File: src/rtl/cmp_bitmap_loader_if.sv
// Bus bundle between the bitmap loader, word-addressed memory and the compare accelerator.
// master = loader side, slave = memory/cmpacc side.
`timescale 1ns/1ps
interface cmp_bitmap_loader_if #(
   parameter int WORD_W = 32,
   parameter int NWORDS = 48,
   parameter int ADDR_W = 16
);
   localparam int BMP_W = WORD_W * NWORDS;

   logic              mem_rden;
   logic [ADDR_W-1:0] mem_addr;
   logic [WORD_W-1:0] mem_rdata;
   logic              mem_rvalid;
   logic [BMP_W-1:0]  bitmap;
   logic              wren;
   logic [15:0]       cmp_result;
   logic              cmp_done;

   modport master (
      output mem_rden, mem_addr, bitmap, wren,
      input  mem_rdata, mem_rvalid, cmp_result, cmp_done
   );

   modport slave (
      input  mem_rden, mem_addr, bitmap, wren,
      output mem_rdata, mem_rvalid, cmp_result, cmp_done
   );
endinterface

File: src/rtl/cmp_bitmap_loader.sv
// Fetches a glyph bitmap word by word, hands it to cmpacc with a wren strobe,
// then waits for cmp_done and holds the returned score.
`timescale 1ns/1ps
module cmp_bitmap_loader #(
   parameter int WORD_W = 32,
   parameter int NWORDS = 48,
   parameter int ADDR_W = 16
) (
   input  logic              clk,
   input  logic              rst,
   input  logic              start,
   input  logic [ADDR_W-1:0] base_addr,
   output logic              busy,
   output logic [15:0]       result,
   output logic              result_valid,
   cmp_bitmap_loader_if.master bus
);
   localparam int BMP_W = WORD_W * NWORDS;
   localparam int CNT_W = (NWORDS > 1) ? $clog2(NWORDS) : 1;
   localparam logic [CNT_W-1:0] LAST_WORD = CNT_W'(NWORDS - 1);

   typedef enum logic [2:0] {
      S_IDLE,
      S_REQ,
      S_WAIT,
      S_WRITE,
      S_CMP,
      S_DONE
   } state_t;

   state_t             state_q, state_d;
   logic [CNT_W-1:0]   cnt_q, cnt_d;
   logic [ADDR_W-1:0]  addr_q, addr_d;
   logic [BMP_W-1:0]   bitmap_q, bitmap_d;
   logic [15:0]        result_q, result_d;

   always_ff @(posedge clk or posedge rst) begin
      if (rst) begin
         state_q  <= S_IDLE;
         cnt_q    <= '0;
         addr_q   <= '0;
         bitmap_q <= '0;
         result_q <= '0;
      end else begin
         state_q  <= state_d;
         cnt_q    <= cnt_d;
         addr_q   <= addr_d;
         bitmap_q <= bitmap_d;
         result_q <= result_d;
      end
   end

   always_comb begin
      state_d      = state_q;
      cnt_d        = cnt_q;
      addr_d       = addr_q;
      bitmap_d     = bitmap_q;
      result_d     = result_q;
      bus.mem_rden = 1'b0;
      bus.wren     = 1'b0;
      busy         = 1'b0;
      result_valid = 1'b0;

      unique case (state_q)
         S_IDLE: begin
            if (start) begin
               addr_d  = base_addr;
               cnt_d   = '0;
               state_d = S_REQ;
            end
         end
         S_REQ: begin
            busy         = 1'b1;
            bus.mem_rden = 1'b1;
            state_d      = S_WAIT;
         end
         S_WAIT: begin
            busy = 1'b1;
            // Single outstanding request, so any rvalid here belongs to word cnt_q.
            if (bus.mem_rvalid) begin
               bitmap_d[int'(cnt_q)*WORD_W +: WORD_W] = bus.mem_rdata;
               if (cnt_q == LAST_WORD) begin
                  state_d = S_WRITE;
               end else begin
                  cnt_d   = cnt_q + 1'b1;
                  state_d = S_REQ;
               end
            end
         end
         S_WRITE: begin
            busy     = 1'b1;
            bus.wren = 1'b1;
            state_d  = S_CMP;
         end
         S_CMP: begin
            busy = 1'b1;
            if (bus.cmp_done) begin
               result_d = bus.cmp_result;
               state_d  = S_DONE;
            end
         end
         S_DONE: begin
            result_valid = 1'b1;
            state_d      = S_IDLE;
         end
         default: begin
            state_d = S_IDLE;
         end
      endcase
   end

   // Address arithmetic wraps naturally at 2^ADDR_W.
   assign bus.mem_addr = addr_q + ADDR_W'(cnt_q);
   assign bus.bitmap   = bitmap_q;
   assign result       = result_q;
endmodule

File: src/flat_wrapper.sv
// flat-port wrapper written by rule: the top's interface ports become plain ports
module cmp_bitmap_loader_flat 
#(
   parameter int WORD_W = 32,
   parameter int NWORDS = 48,
   parameter int ADDR_W = 16
)
  (clk, rst, start, base_addr, busy, result, result_valid, bus_mem_rden, bus_mem_addr, bus_bitmap, bus_wren, bus_mem_rdata, bus_mem_rvalid, bus_cmp_result, bus_cmp_done);
  cmp_bitmap_loader_if #(.WORD_W(WORD_W), .NWORDS(NWORDS), .ADDR_W(ADDR_W)) bus_i ();
  input  logic clk;
  input  logic rst;
  input  logic start;
  input  logic [ADDR_W-1:0] base_addr;
  output logic busy;
  output logic [15:0] result;
  output logic result_valid;
  output wire logic [$bits(bus_i.mem_rden)-1:0] bus_mem_rden;
  output wire logic [$bits(bus_i.mem_addr)-1:0] bus_mem_addr;
  output wire logic [$bits(bus_i.bitmap)-1:0] bus_bitmap;
  output wire logic [$bits(bus_i.wren)-1:0] bus_wren;
  input wire logic [$bits(bus_i.mem_rdata)-1:0] bus_mem_rdata;
  input wire logic [$bits(bus_i.mem_rvalid)-1:0] bus_mem_rvalid;
  input wire logic [$bits(bus_i.cmp_result)-1:0] bus_cmp_result;
  input wire logic [$bits(bus_i.cmp_done)-1:0] bus_cmp_done;
  assign bus_mem_rden = bus_i.mem_rden;
  assign bus_mem_addr = bus_i.mem_addr;
  assign bus_bitmap = bus_i.bitmap;
  assign bus_wren = bus_i.wren;
  assign bus_i.mem_rdata = bus_mem_rdata;
  assign bus_i.mem_rvalid = bus_mem_rvalid;
  assign bus_i.cmp_result = bus_cmp_result;
  assign bus_i.cmp_done = bus_cmp_done;
  cmp_bitmap_loader #(.WORD_W(WORD_W), .NWORDS(NWORDS), .ADDR_W(ADDR_W)) u_core (.clk(clk), .rst(rst), .start(start), .base_addr(base_addr), .busy(busy), .result(result), .result_valid(result_valid), .bus(bus_i));
endmodule
File: config.mk
export PLATFORM = sky130hd
export DESIGN_NAME = cmp_bitmap_loader_flat
export DESIGN_NICKNAME = d
export VERILOG_FILES = /design/src/rtl/cmp_bitmap_loader_if.sv /design/src/rtl/cmp_bitmap_loader.sv /design/src/flat_wrapper.sv
export SDC_FILE = /design/constraint.sdc
export NUM_CORES = 2
export LEC_CHECK = 0
export ABC_AREA = 1
export BUFFER_PORTS_ARGS = -buffer_cell sky130_fd_sc_hd__buf_2
export CAP_MARGIN = 0
export CORE_AREA = 2 2 643 645
export DETAILED_ROUTE_END_ITERATION = 8
export DIE_AREA = 0 0 645 647
export PLACE_DENSITY = 0.39
export SYNTH_ARGS = -nofsm -noshare
export SYNTH_HDL_FRONTEND = slang
export SYNTH_SLANG_ARGS = --single-unit
File: constraint.sdc
create_clock -name clk -period 46 [get_ports clk]
set_input_delay 0 -clock clk [delete_from_list [all_inputs] [get_ports clk]]
set_output_delay 0 -clock clk [all_outputs]
set_load 0.05 [all_outputs]
==> metrics <==
P&R area growth vs syn=32.3%; Pre-Repair DR Iteration Count=5; cell count of the worst reg-to-reg path=14; setup bufs post-CTS=0; CP bufs+invs=6; latest clock arrival within the worst-skew pair=~0.93 ns; Placed Area=84100 um^2; hold path endpoint=u_core.bus.bitmap[11]$_DFFE_PP0P_; Int Pwr=roughly 2.6 mW; type of the most critical hold path=input pin to flip-flop; Clock Skews=roughly 0.039 ns; DR WL/cell=30.7 um; Root Buffer=clkbuf_16; CTS tree=done; sequential area share after synthesis=between 50 and 60%; multi-input logic area=approximately 27000 um^2; Static Leak=48.2 nW; Via-to-Cell Ratio=approximately 4.3; slew margin rel.=a little under a fifth; Distinct cells, synth=37; logic gate share of total power=29.0%; CP Max Fanout=79; largest net degree at the start of global routing=about 150; worst r2r src=u_core.cnt_q[0]$_DFFE_PP0P_; Setup TNS=0 ns; clk slew on worst S/H paths=approximately 0.060 ns; Final Setup Violations=0; Setup CP Type=flip-flop to flip-flop; Worst Hold Depth=4; RR Endpoint=u_core.bus.bitmap[805]$_DFFE_PP0P_; register bit total from synthesis=roughly 1600; Critical Path AT=a little over 7 ns; synthesized area per cell=about 8 um^2; hpwl dp=363000 um; Worst VDD drop=between 0.00005 and 0.00006 V; Starting Density=17.0%; RSZ-0062 raised after global routing=no; finished layout cell area=around 92000 um^2; CP required=around 47 ns; Fmax achieved=roughly 0.16 GHz; PortBufs=approximately 1600; share of async-settable or async-resettable flops after synthesis=100%; Seq pwr share=about a third; Tot Pwr=~4.4 mW; CP dominant cell by count=buf_4; fin crit share=between 10% and 20%; Post-synth EDFFs=0; layout filler cell count=about 46000; first-pass GRT wire length=645000 um; largest stage delay on the critical path=0.72 ns; R2R setup slack=~40 ns; # IOs=1641; Post-Syn Nets=just under 9000; max_cap viols=0; drc violations=0; antenna violations before repair=41; initial drt markers=around 5800; Die W=645 um; Total Routed Length=~490000 um; htree depth=4; number of global-route vias before repair=67400; Core Area=~400000 um^2; clk sink count=1577; Die ar.=417000 um^2; synthesized cell area=approximately 70000 um^2; total grt overflow=0; total vias in the final route=between 60000 and 70000; share of cells above drive strength 1=22.2%; Reg area=just under 40000 um^2; standard-cell rows=236; min cycle time layout=6.36 ns; run status=completed; Syn Inst Count=around 9000; CP delay by family, top=buffers and inverters; CTS Buffer Depth=4; CP Launch Type=flip-flop; Sw Share=about two fifths; Final ANT Viol Nets=0; Synth warnings=0; power per cell area=between 40 and 50 nW/um^2; total CTS buffers=just over 200; gpl congestion=roughly 0.89; CP Cell Sequence=inv_2 -> buf_4 -> nand3_1 -> nor2_1 -> ha_1 -> inv_8 -> nor2_4 -> nand2_2 -> clkinv_8 -> buf_4 -> buf_4 -> nand3_2 -> nand2_1 -> nand2_1; sw power=roughly 1.8 mW; CP endpoint kind=flip-flop; final hold vios=0; clock power share=around two fifths; Final Slew Violations=0; ys flop type=dfrtp_1; hold wc startpoint=bus_mem_rdata[11]; height of the die=around 650 um; slowest stage cell, crit path=buf_4; final layout net count=10300; Worst-Margin Slew=about 1.2 ns; GRT Util Overall=a little under a quarter
==> worst max path at each step <==
| stage | startpoint | to | slack [ns] | cells after the start |
|---|---|---|---|---|
| final | u_core.cnt_q[0]$_DFFE_PP0P_ | u_core.bus.bitmap[805]$_DFFE_PP0P_ | 39.64 | 14 |
| after global routing | u_core.cnt_q[0]$_DFFE_PP0P_ | u_core.bus.bitmap[802]$_DFFE_PP0P_ | 39.20 | 13 |
| after CTS | u_core.cnt_q[0]$_DFFE_PP0P_ | u_core.bus.bitmap[800]$_DFFE_PP0P_ | 39.54 | 13 |
| after detailed placement | u_core.cnt_q[0]$_DFFE_PP0P_ | u_core.bus.bitmap[823]$_DFFE_PP0P_ | 39.57 | 13 |
| after global placement | u_core.cnt_q[0]$_DFFE_PP0P_ | u_core.bus.bitmap[830]$_DFFE_PP0P_ | 39.68 | 13 |
| after floorplan | rst | u_core.addr_q[0]$_DFFE_PP0P_ | 1.50 | 1 |
==> timing repair <==
action	4_1_cts	5_1_grt
hold endpoints to repair	548	0
resized for setup	0	0
endpoints found under the setup margin	0	0
hold buffers	130	0
==> synth_stat cells, drive strengths merged, types with 14 or more instances <==
master     n  area, um^2
nand2   3355       12600
dfrtp   1577       39500
nand3   1207        6100
nor2     986        3750
o21ai    534        2670
clkbuf   394        1480
buf      289        1450
nor3     137         691
inv      130         493
nand4     68         432
mux2      16         180
xor2      14         123
==> worst reg2reg max path, cell delays in order (launching register included) <==
cell and delay, ns:
dfrtp_4 0.58, inv_2 0.12, buf_4 0.42, nand3_1 0.34, nor2_1 0.17, ha_1 0.29, inv_8 0.23, nor2_4 0.72
nand2_2 0.34, clkinv_8 0.40, buf_4 0.70, buf_4 0.81, nand3_2 0.77, nand2_1 0.27, nand2_1 0.07
==> kinds of logic (layout without fill, tap and decap cells) <==
kind of cell               count (synthesis)  after routing  share of synthesized area (%)
and+or+nand+nor                         5767           5767                           33.9
muxes                                     16             16                          0.258
buffers and inverters                    814           2473                           4.90
xor gates and xnor gates                  16             16                          0.201
AOI/OAI and AO/OA                        551            551                           3.97
DFF                                     1577           1577                           56.6
other                                      0             20                              0
adders and majority gates                 10             10                          0.190
==> metal layers <==
layer | wire (um) | global-route usage (%) | vias up
met4 | 22600 | 9.21 | 4
met1 | 196000 | 27.0 | 34500
met5 | 22 | 0 | -
met2 | 241000 | 39.2 | 2339
li1 | - | - | 31100
met3 | 29500 | 4.93 | 513
==> final cells by class <==
cell class              instances  share of cell area, %
diodes                         20                 0.0542
clock buffers                 298                   6.45
clock inverters                68                  0.963
inverters                     131                  0.600
multi-input cells            6360                   29.6
flip-flops and latches       1577                   42.7
well taps                    5474                   7.42
repair buffers               1976                   12.1
==> registers in the layout (all words and copies together) (netlist names) <==
name and cells:
u_core.state_q 3, u_core.bus.bitmap 1536, u_core.cnt_q 6, u_core.addr_q 16, u_core.result 16
==> layout by cell type, fill, tap and decap left out, types with 4 or more instances in the layout <==
| cell type | netlist | layout |
|---|---|---|
| xor2_1 | 14 | 14 |
| clkinv_8 | 0 | 6 |
| nand2_2 | 5 | 19 |
| o21ai_0 | 473 | 472 |
| inv_8 | 0 | 5 |
| dfrtp_1 | 1577 | 1576 |
| inv_2 | 8 | 4 |
| diode_2 | 0 | 20 |
| nand4_1 | 67 | 67 |
| clkinvlp_4 | 0 | 9 |
| clkbuf_1 | 394 | 49 |
| bufinv_16 | 0 | 16 |
| inv_6 | 0 | 7 |
| a21oi_1 | 12 | 12 |
| inv_1 | 120 | 118 |
| mux2_2 | 16 | 16 |
| o21ai_1 | 61 | 61 |
| buf_4 | 17 | 193 |
| nor3_1 | 136 | 133 |
| clkbuf_8 | 0 | 41 |
| nand3_1 | 1196 | 1186 |
| buf_12 | 0 | 13 |
| nor2_2 | 6 | 26 |
| nor2_4 | 5 | 25 |
| buf_2 | 225 | 1640 |
| ha_1 | 9 | 8 |
| dlygate4sd3_1 | 0 | 130 |
| clkbuf_16 | 0 | 208 |
| nor2_1 | 975 | 935 |
| nand2_1 | 3350 | 3333 |
| clkinv_2 | 0 | 26 |
| clkinv_4 | 0 | 4 |
| nor4_2 | 0 | 10 |
| nand3_2 | 10 | 20 |
==> power groups by stage <==
stage          registers (mW)  logic, mW  clock network, mW
2_1_floorplan            1.53      0.567                  0
3_3_place_gp             1.46       1.30                  0
3_5_place_dp             1.46       1.29                  0
4_1_cts                  1.44       1.32               1.74
5_1_grt                  1.44       1.35               1.79
6_report                 1.44       1.28               1.69
==> per-stage QoR <==
| step | setup WS, ns | cells | util (%) | hold WS, ns |
|---|---|---|---|---|
| after floorplan | 1.50 | 8751 | - | 0.138 |
| after global placement | 39.68 | 15400 | 20.5 | 0.183 |
| after detailed placement | 39.57 | 15400 | 20.5 | 0.177 |
| after CTS | 39.54 | 15900 | 22.5 | 0.0254 |
| after global routing | 39.20 | 15900 | 22.5 | 0.0620 |
| final | 39.64 | 15900 | 22.5 | 0.129 |
(Power assumes the default switching activity.)
